==> src/rtl/data_cache_if.sv <==
// Processor-side request/response and memory-side line port of the data cache.
interface data_cache_if;
  // processor load/store stage
  logic         req_valid;
  logic         req_we;
  logic [31:0]  req_addr;
  logic [31:0]  req_wdata;
  logic         req_ready;
  logic [31:0]  rsp_rdata;
  // line memory
  logic [31:0]  rAddr;
  logic [127:0] rData;
  logic         rValid;
  logic [31:0]  wAddr;
  logic [127:0] wData;
  logic         WE;
  logic         wDone;

  // cache side
  modport slave (
    input  req_valid, req_we, req_addr, req_wdata, rData, rValid, wDone,
    output req_ready, rsp_rdata, rAddr, wAddr, wData, WE
  );

  // processor + memory side
  modport master (
    output req_valid, req_we, req_addr, req_wdata, rData, rValid, wDone,
    input  req_ready, rsp_rdata, rAddr, wAddr, wData, WE
  );
endinterface

==> src/rtl/data_cache.sv <==
// Direct-mapped, write-back, write-allocate data cache. Hits complete in the
// request cycle; misses write back a dirty victim, fetch the line, and let the
// held request replay as a hit.
module data_cache #(
  parameter int LINES      = 16,
  parameter int INDEX_BITS = 4
) (
  input logic         clk,
  input logic         rst,
  data_cache_if.slave bus
);
  localparam int TAG_BITS = 28 - INDEX_BITS;

  typedef enum logic [1:0] {IDLE, WRITEBACK, FILL} state_e;

  state_e                state_q, state_d;
  logic [LINES-1:0]      valid_q, valid_d;
  logic [LINES-1:0]      dirty_q, dirty_d;
  logic [TAG_BITS-1:0]   tag_q  [LINES];
  logic [127:0]          data_q [LINES];
  logic [31:0]           rAddr_q, rAddr_d;
  logic [31:0]           wAddr_q, wAddr_d;
  logic [127:0]          wData_q, wData_d;
  logic                  WE_q, WE_d;
  // first FILL cycle: rValid may still refer to the previous rAddr
  logic                  fill_first_q, fill_first_d;

  logic [INDEX_BITS-1:0] idx;
  logic [TAG_BITS-1:0]   tag;
  logic [1:0]            off;
  logic                  hit;
  logic                  ready;
  logic                  line_we;
  logic [127:0]          line_wdata;
  logic [TAG_BITS-1:0]   line_wtag;
  logic                  unused_addr;

  assign idx         = bus.req_addr[INDEX_BITS+3:4];
  assign tag         = bus.req_addr[31:INDEX_BITS+4];
  assign off         = bus.req_addr[3:2];
  assign hit         = valid_q[idx] && (tag_q[idx] == tag);
  assign unused_addr = ^bus.req_addr[1:0];

  assign bus.req_ready = ready && !rst;
  assign bus.rsp_rdata = rst ? 32'h0 : data_q[idx][{off, 5'b0} +: 32];
  assign bus.rAddr     = rAddr_q;
  assign bus.wAddr     = wAddr_q;
  assign bus.wData     = wData_q;
  assign bus.WE        = WE_q;

  // Lookup, miss sequencing and line-array update selection
  always_comb begin
    state_d      = state_q;
    valid_d      = valid_q;
    dirty_d      = dirty_q;
    rAddr_d      = rAddr_q;
    wAddr_d      = wAddr_q;
    wData_d      = wData_q;
    WE_d         = WE_q;
    fill_first_d = 1'b0;
    ready        = 1'b0;
    line_we      = 1'b0;
    line_wdata   = data_q[idx];
    line_wtag    = tag_q[idx];
    case (state_q)
      IDLE: begin
        if (bus.req_valid) begin
          if (hit) begin
            ready = 1'b1;
            if (bus.req_we) begin
              line_we                        = 1'b1;
              line_wdata[{off, 5'b0} +: 32]  = bus.req_wdata;
              dirty_d[idx]                   = 1'b1;
            end
          end else if (valid_q[idx] && dirty_q[idx]) begin
            state_d = WRITEBACK;
            wAddr_d = {tag_q[idx], idx, 4'b0};
            wData_d = data_q[idx];
            WE_d    = 1'b1;
          end else begin
            state_d      = FILL;
            rAddr_d      = {tag, idx, 4'b0};
            fill_first_d = 1'b1;
          end
        end
      end
      WRITEBACK: begin
        if (bus.wDone) begin
          dirty_d[idx] = 1'b0;
          WE_d         = 1'b0;
          state_d      = FILL;
          rAddr_d      = {tag, idx, 4'b0};
          fill_first_d = 1'b1;
        end
      end
      FILL: begin
        if (!fill_first_q && bus.rValid) begin
          line_we      = 1'b1;
          line_wdata   = bus.rData;
          line_wtag    = tag;
          valid_d[idx] = 1'b1;
          dirty_d[idx] = 1'b0;
          state_d      = IDLE;
        end
      end
      default: state_d = IDLE;
    endcase
  end

  // Control state and memory-port registers
  always_ff @(posedge clk) begin
    if (rst) begin
      state_q      <= IDLE;
      valid_q      <= '0;
      dirty_q      <= '0;
      rAddr_q      <= '0;
      wAddr_q      <= '0;
      wData_q      <= '0;
      WE_q         <= 1'b0;
      fill_first_q <= 1'b0;
    end else begin
      state_q      <= state_d;
      valid_q      <= valid_d;
      dirty_q      <= dirty_d;
      rAddr_q      <= rAddr_d;
      wAddr_q      <= wAddr_d;
      wData_q      <= wData_d;
      WE_q         <= WE_d;
      fill_first_q <= fill_first_d;
    end
  end

  // Line data/tag array; contents are meaningless while the valid bit is clear
  always_ff @(posedge clk) begin
    if (line_we && !rst) begin
      data_q[idx] <= line_wdata;
      tag_q[idx]  <= line_wtag;
    end
  end
endmodule
==> src/flat_wrapper.sv <==
// flat-port wrapper written by rule: the top's interface ports become plain ports
module data_cache_flat 
#(
  parameter int LINES      = 16,
  parameter int INDEX_BITS = 4
)
  (clk, rst, bus_req_valid, bus_req_we, bus_req_addr, bus_req_wdata, bus_rData, bus_rValid, bus_wDone, bus_req_ready, bus_rsp_rdata, bus_rAddr, bus_wAddr, bus_wData, bus_WE);
  data_cache_if bus_i ();
  input logic clk;
  input logic rst;
  input wire logic [$bits(bus_i.req_valid)-1:0] bus_req_valid;
  input wire logic [$bits(bus_i.req_we)-1:0] bus_req_we;
  input wire logic [$bits(bus_i.req_addr)-1:0] bus_req_addr;
  input wire logic [$bits(bus_i.req_wdata)-1:0] bus_req_wdata;
  input wire logic [$bits(bus_i.rData)-1:0] bus_rData;
  input wire logic [$bits(bus_i.rValid)-1:0] bus_rValid;
  input wire logic [$bits(bus_i.wDone)-1:0] bus_wDone;
  output wire logic [$bits(bus_i.req_ready)-1:0] bus_req_ready;
  output wire logic [$bits(bus_i.rsp_rdata)-1:0] bus_rsp_rdata;
  output wire logic [$bits(bus_i.rAddr)-1:0] bus_rAddr;
  output wire logic [$bits(bus_i.wAddr)-1:0] bus_wAddr;
  output wire logic [$bits(bus_i.wData)-1:0] bus_wData;
  output wire logic [$bits(bus_i.WE)-1:0] bus_WE;
  assign bus_i.req_valid = bus_req_valid;
  assign bus_i.req_we = bus_req_we;
  assign bus_i.req_addr = bus_req_addr;
  assign bus_i.req_wdata = bus_req_wdata;
  assign bus_i.rData = bus_rData;
  assign bus_i.rValid = bus_rValid;
  assign bus_i.wDone = bus_wDone;
  assign bus_req_ready = bus_i.req_ready;
  assign bus_rsp_rdata = bus_i.rsp_rdata;
  assign bus_rAddr = bus_i.rAddr;
  assign bus_wAddr = bus_i.wAddr;
  assign bus_wData = bus_i.wData;
  assign bus_WE = bus_i.WE;
  data_cache #(.LINES(LINES), .INDEX_BITS(INDEX_BITS)) u_core (.clk(clk), .rst(rst), .bus(bus_i));
endmodule
==> config.mk <==
export PLATFORM = sky130hd
export DESIGN_NAME = data_cache_flat
export DESIGN_NICKNAME = d
export VERILOG_FILES = /design/src/rtl/data_cache_if.sv /design/src/rtl/data_cache.sv /design/src/flat_wrapper.sv
export SDC_FILE = /design/constraint.sdc
export NUM_CORES = 2
export LEC_CHECK = 0
export CAP_MARGIN = 25
export CORE_MARGIN = 5
export CORE_UTILIZATION = 35
export DETAILED_ROUTE_END_ITERATION = 10
export PLACE_DENSITY = 0.5
export SETUP_SLACK_MARGIN = 0.2
export SYNTH_ARGS = -nofsm -noshare
export SYNTH_HDL_FRONTEND = slang
export SYNTH_SLANG_ARGS = --single-unit
==> constraint.sdc <==
create_clock -name clk -period 39.3 [get_ports clk]
set_input_delay 5.895 -clock clk [delete_from_list [all_inputs] [get_ports clk]]
set_output_delay 5.895 -clock clk [all_outputs]
set_load 0.05 [all_outputs]
Yosys cells after proc, flatten, opt, wreduce, memory -nomap -nowiden
Memory sizes are Yosys's and may differ from the RTL's.
Cells that the tools add are included.

operators by class
  muxes and demuxes = 52
  shift operators = 3
  bitwise operators = 5
  add/subtract/negate cells = 1
  reductions and logical operators = 17
  magnitude comparators = 2
  equal/unequal tests = 11

operator list
  kind                                                     number
  2-to-1 mux 128 bit                                       4
  one-hot mux 128 bit (2 select lines)                     1
  2-to-1 mux 32 bit                                        5
  bitwise mux 128 bit                                      1
  variable shift 32 x 9 -> 128 bit (first input constant)  1
  indexed part select 128 x 8 -> 32 bit                    1
  indexed part select 32 x 9 -> 128 bit                    1
  2-to-1 mux 16 bit                                        5
  one-hot mux 32 bit (2 select lines)                      1
  2-to-1 mux 24 bit                                        2
  one-hot mux 16 bit (3 select lines)                      1
  OR 16 bit                                                2
  == test 24 bit                                           1
  2-to-1 mux 1 bit                                         20
  bitwise AND 16 bit                                       1
  NOT 16 bit                                               1
  2-to-1 mux 2 bit                                         5
  inequality test 2 bit (second input constant)            5
  AND reduction 5 bit                                      2
  negator 7 -> 9 bit                                       1
  binary-select mux 1 bit (select 4 bit)                   2
  AND reduction 4 bit                                      2
  logical AND 1 bit                                        6
  inequality test 2 x 1 -> 1 bit (second input constant)   3
  other kinds (14)                                         17

storage, ports and cells
  word-level logic and storage cells = 101
  input port bits = 198
  flip-flop bits (word level) = 224
  memories = 2
  memory bits (writable) = 2432

memory list
  memory         words  bits a word  read ports  clocked after memory_dff  write ports  RTL line          text
  u_core.data_q  16     128          1           0                         1            data_cache.sv:20  logic [127:0] data_q [LINES];
  u_core.tag_q   16     24           1           0                         1            data_cache.sv:19  logic [TAG_BITS-1:0] tag_q [LINES];

Depth between registers and ports, before layout
  depth after elaboration = 9
  depth in mapped cells = 17
  mapped depth without buffers = 9

Least setup slack after synthesis
No wires, ideal clock.

  path type = input port to flip-flop
  start = input bus_req_addr[5]
  end = memory u_core.data_q[10][0] (enable)
  stages = 13
  arrival time = 18768 ps
  path slack = 19682 ps
  required time = 38451 ps
  cells stage by stage = buf_6 buf_6 buf_6 buf_4 mux4_2 o21ai_0 xnor2_1 a31oi_1 nor4b_1 and4_1 o21bai_1 clkbuf_1 nor3_1

between the ends
  word-level cells in the longest chain between the ends = 9
  elaborated cells on any way between the ends = 11

ends and longest elaborated chain
  item                                                                            RTL line            text
  start, declared                                                                 flat_wrapper.sv:13  input wire logic [$bits(bus_i.req_addr)-1:0] bus_req_addr;
  memory (16 x 24 bit) or binary-select mux 1 bit (select 4 bit) (tied branches)  --
  == test 24 bit or 2-to-1 mux 1 bit (tied branches)                              data_cache.sv:41    assign hit = valid_q[idx] && (tag_q[idx] == tag);
  logical AND 1 bit                                                               data_cache.sv:41
  2-to-1 mux 1 bit                                                                data_cache.sv:68    if (hit) begin
  2-to-1 mux 1 bit                                                                data_cache.sv:67    if (bus.req_valid) begin
  one-hot mux 1 bit (2 select lines)                                              data_cache.sv:65    case (state_q)
  logical AND 1 bit                                                               data_cache.sv:135   if (line_we && !rst) begin
  2-to-1 mux 1 bit                                                                data_cache.sv:135
  2-to-1 mux 1 bit (implied by the code)                                          data_cache.sv:136   data_q[idx] <= line_wdata;
  end, declared                                                                   data_cache.sv:20

Parallel ways exist; a longest one is shown, timed or not. The select of a mux whose other input is x is not followed.

Worst setup path in the final report
  start = input bus_req_addr[4]
  end = output bus_rsp_rdata[7]

between the ends
  word-level cells in the longest chain between the ends = 3

ends and longest elaborated chain
  item                                   RTL line            text
  memory (16 x 128 bit)                  --
  indexed part select 128 x 8 -> 32 bit  data_cache.sv:45    assign bus.rsp_rdata = rst ? 32'h0 : data_q[idx][{off, 5'b0} +: 32];
  2-to-1 mux 32 bit                      data_cache.sv:45
  end, declared                          flat_wrapper.sv:19  output wire logic [$bits(bus_i.rsp_rdata)-1:0] bus_rsp_rdata;

Every way passes these cells.

==> results.md <==
- Run status: completed
- Starting Density: 35.1%
- Overflow after GRT: 0
- CP Capture Type: output port
- Multi-input gate area: 26500 sq um
- Layout cells sized above 1: 24.3%
- Seq pwr share: around half
- Worst R2R Start: u_core.tag_q[11][1]
- Pwr/cell area: 51.2 nW/um^2
- Max-Cap Viols: 0
- Register area share after synthesis: 73.4%
- CP Class: input pin to output port
- Sw frac: 23.1%
- Worst VDD drop: 0.0000372 V
- Post-DP HPWL: 200 mm
- Root buffer cell: clkbuf_16
- Comb power frac: 8.3%
- Fin util: ~41%
- Max transition margin: around a quarter
- Commonest non-fill, non-tap cells in the layout: 2432 x edfxtp_1, 760 x mux4_2, 408 x clkdlybuf4s50_1
- Synth Area in XOR/XNOR: 0.166%
- Synth Area in Adders: 0.107%
- Vias: 56000
- Worst Path Max Fanout: 99
- Fillers: 26400
- Fmax: 54.9 MHz
- Htree depth: 5
- Worst EP arrival: 12300 ps
- Commonest non-fill, non-tap cell in the layout: edfxtp_1
- Max stage delay on crit path: 840 ps
- YS warnings: 0
- Setup Skew: roughly 80 ps
- Initial antenna violation count: 49
- First-pass GRT wire length: between 400 and 500 mm
- Clk network pwr share: 41.4%
- Internal Power: 4.87 mW
- Clk_lat worst skew: 860 ps
- Register area: 77400 sq um
- DR iter-0 viols: around 6500
- Asr flop ratio synth: 0%
- Clk slew on worst S/H paths: approximately 60 ps
- Die X: 559 um
- Leak: between 30 and 40 nW
- TNS Setup: 0 ps
- Mux cell area share after synthesis: around a fifth
- CP required: 33400 ps
- Post-CTS Hold Fix Bufs: 0
- Vias in the first global route: 56400
- Antenna Nets Post-Route: 0
- First-pass DRT Iterations: 5
- Port bufs: 413
- Crit. Startpoint: bus_req_addr[4]
- Residual DRC: 0
- Compound-Gate Fraction of Synth Area: under 10%
- Net Switching: 1.46 mW
- Area grow syn2layout: 17.1%
- Pin count of the biggest net entering global routing: ~130
- Slew @ Worst Pin: 1140 ps
- Critical path's slowest cell: buf_4
- Combinational family with the most area after synthesis: multiplexers
- Routed WL: 347 mm
- Cell variety after synth: 83
- Setup violators final: 0
- Total Routing Usage GR: 21.8%
- Die Y: 559 um
- GP Congestion: 0.790
- Post-Synthesis Cells: 5136
- FP Rows: around 200
- Setup bufs post-CTS: 0
- Avg Inst Size Synth: approximately 21 sq um
- Startpoint Class: input pin
- Flops & latches, synth: between 2000 and 3000
- Min-Delay Startpoint: u_core.valid_q[4]
- Post-DR vias/cell: 5.70
- Clock Tree Buf Depth: 4
- Clk sinks: 2652
- Predominant post-synthesis flop cell: edfxtp_1
- CTS tree: done
- CTS resizes: 0
- Inserted Clock Buffers: about 300
- Final Critical Period: roughly 18000 ps
- Hold WC Path Type: register to register
- Number of synthesized flops with an enable pin: 2432
- Final worst path period share: roughly 46%
- DIE AREA: 312000 sq um
- Final hold violations: 0
- Post-synthesis simple-gate area fraction: 3.32%
- Post-Synthesis Cell Area: 105000 sq um
- Cells along the critical path: buf_8 > buf_4 > buf_4 > buf_12 > buf_4 > mux4_2 > mux4_2 > mux4_2 > nor2b_1 > clkdlybuf4s50_1
- RSZ-0062 raised after global routing: no
- Pins Over Slew Limit: 0
- WL/cell: 35.3 um
- Final nets: 5855
- I/O pin cnt: 424
- Core Area: roughly 300000 sq um
[cells by family after synthesis]
kind of cell	Yosys count
compound gates	356
fa+ha+maj	9
other cells	1
simple gates	714
buf+inv	374
mux	1010
flops	2652
xor+xnor	20
[synth_stat cells, drive strengths merged, types with 4 or more instances]
master   number  area [sq um]
and2          8          50.1
a22oi        35           263
a21oi        59           299
mux4        760         17100
edfxtp     2432         73000
nand2b        8          50.1
clkbuf      191           717
o221a        29           327
xnor2        20           175
a211oi        4          30.0
or2           4          25.0
inv          30           113
nor2        284          1070
o2111ai       4          35.0
a311oi       18           158
buf         151           903
and3         34           213
a31oi        23           144
nor4          8          95.1
nor2b        41           257
a221o        94           941
nand2       142           533
dfxtp       220          4400
mux2i       219          2200
nand3b        7          52.6
mux2         31           349
nor3         27           140
nand3       132           846
o21ai        44           220
o22ai         8          50.1
ha            9           113
o2111a        4          45.0
nand4         4          25.0
[metrics by stage]
stage	setup slack, ps	cells	instance area (sq um)	power, mW	hold WS (ps)
CTS	20850	9814	123000	6.38	471
floorplan	19680	5143	105000	3.54	431
detailed placement	20870	9304	114000	3.77	457
global placement	20670	9295	114000	3.75	445
global route	20610	9825	124000	6.52	492
finish	21100	9831	124000	6.33	467
[critical path, delay by kind of cell]
family,cells,cell delay [ps]
buffers and inverters,6,4010
multiplexers,3,1720
AND/OR/NAND/NOR,1,230
[cell type report]
cell class / instances / area share (%)
multi-input cells: 2117 / 21.4
inverters: 32 / 0.104
clock inverters: 115 / 0.798
diodes: 10 / 0.0203
flip-flops and latches: 2652 / 62.7
well taps: 3958 / 4.01
repair buffers: 552 / 4.47
clock buffers: 395 / 6.48
[sequential cells by signal, summed over array words and instances, names as in the netlist, named ones only]
signal               flops
u_core.fill_first_q      1
u_core.valid_q          16
u_core.bus.wData       128
u_core.bus.rAddr        28
u_core.bus.wAddr        28
u_core.state_q           2
u_core.tag_q           384
u_core.bus.WE            1
u_core.data_q         2048
[routing by layer]
layer	routed length [um]	track usage, %	part of all wire, %	vias up
li1	-	-	-	22500
met1	144000	30.1	42	30700
met2	165000	35.1	48	2391
met3	24500	3.62	7.1	470
met4	12500	7.41	3.6	2
met5	13	0	0.0038	-
[worst paths after layout]
check / depth (start not counted) / end / slack, ps
worst max register to register: 14 / u_core.data_q[7][103] / 32020
worst min register to register: 2 / u_core.valid_q[4] / 470
worst max-delay path: 10 / bus_rsp_rdata[7] / 21100
worst min-delay path: 2 / u_core.valid_q[4] / 470
[power groups by stage]
stage,logic (mW),registers [mW],clock network [mW]
2_1_floorplan,0.287,3.25,0
3_3_place_gp,0.514,3.24,0
3_5_place_dp,0.527,3.24,0
4_1_cts,0.528,3.18,2.68
5_1_grt,0.552,3.18,2.79
6_report,0.525,3.18,2.62
No activity file was read; power rests on OpenSTA's default activity.
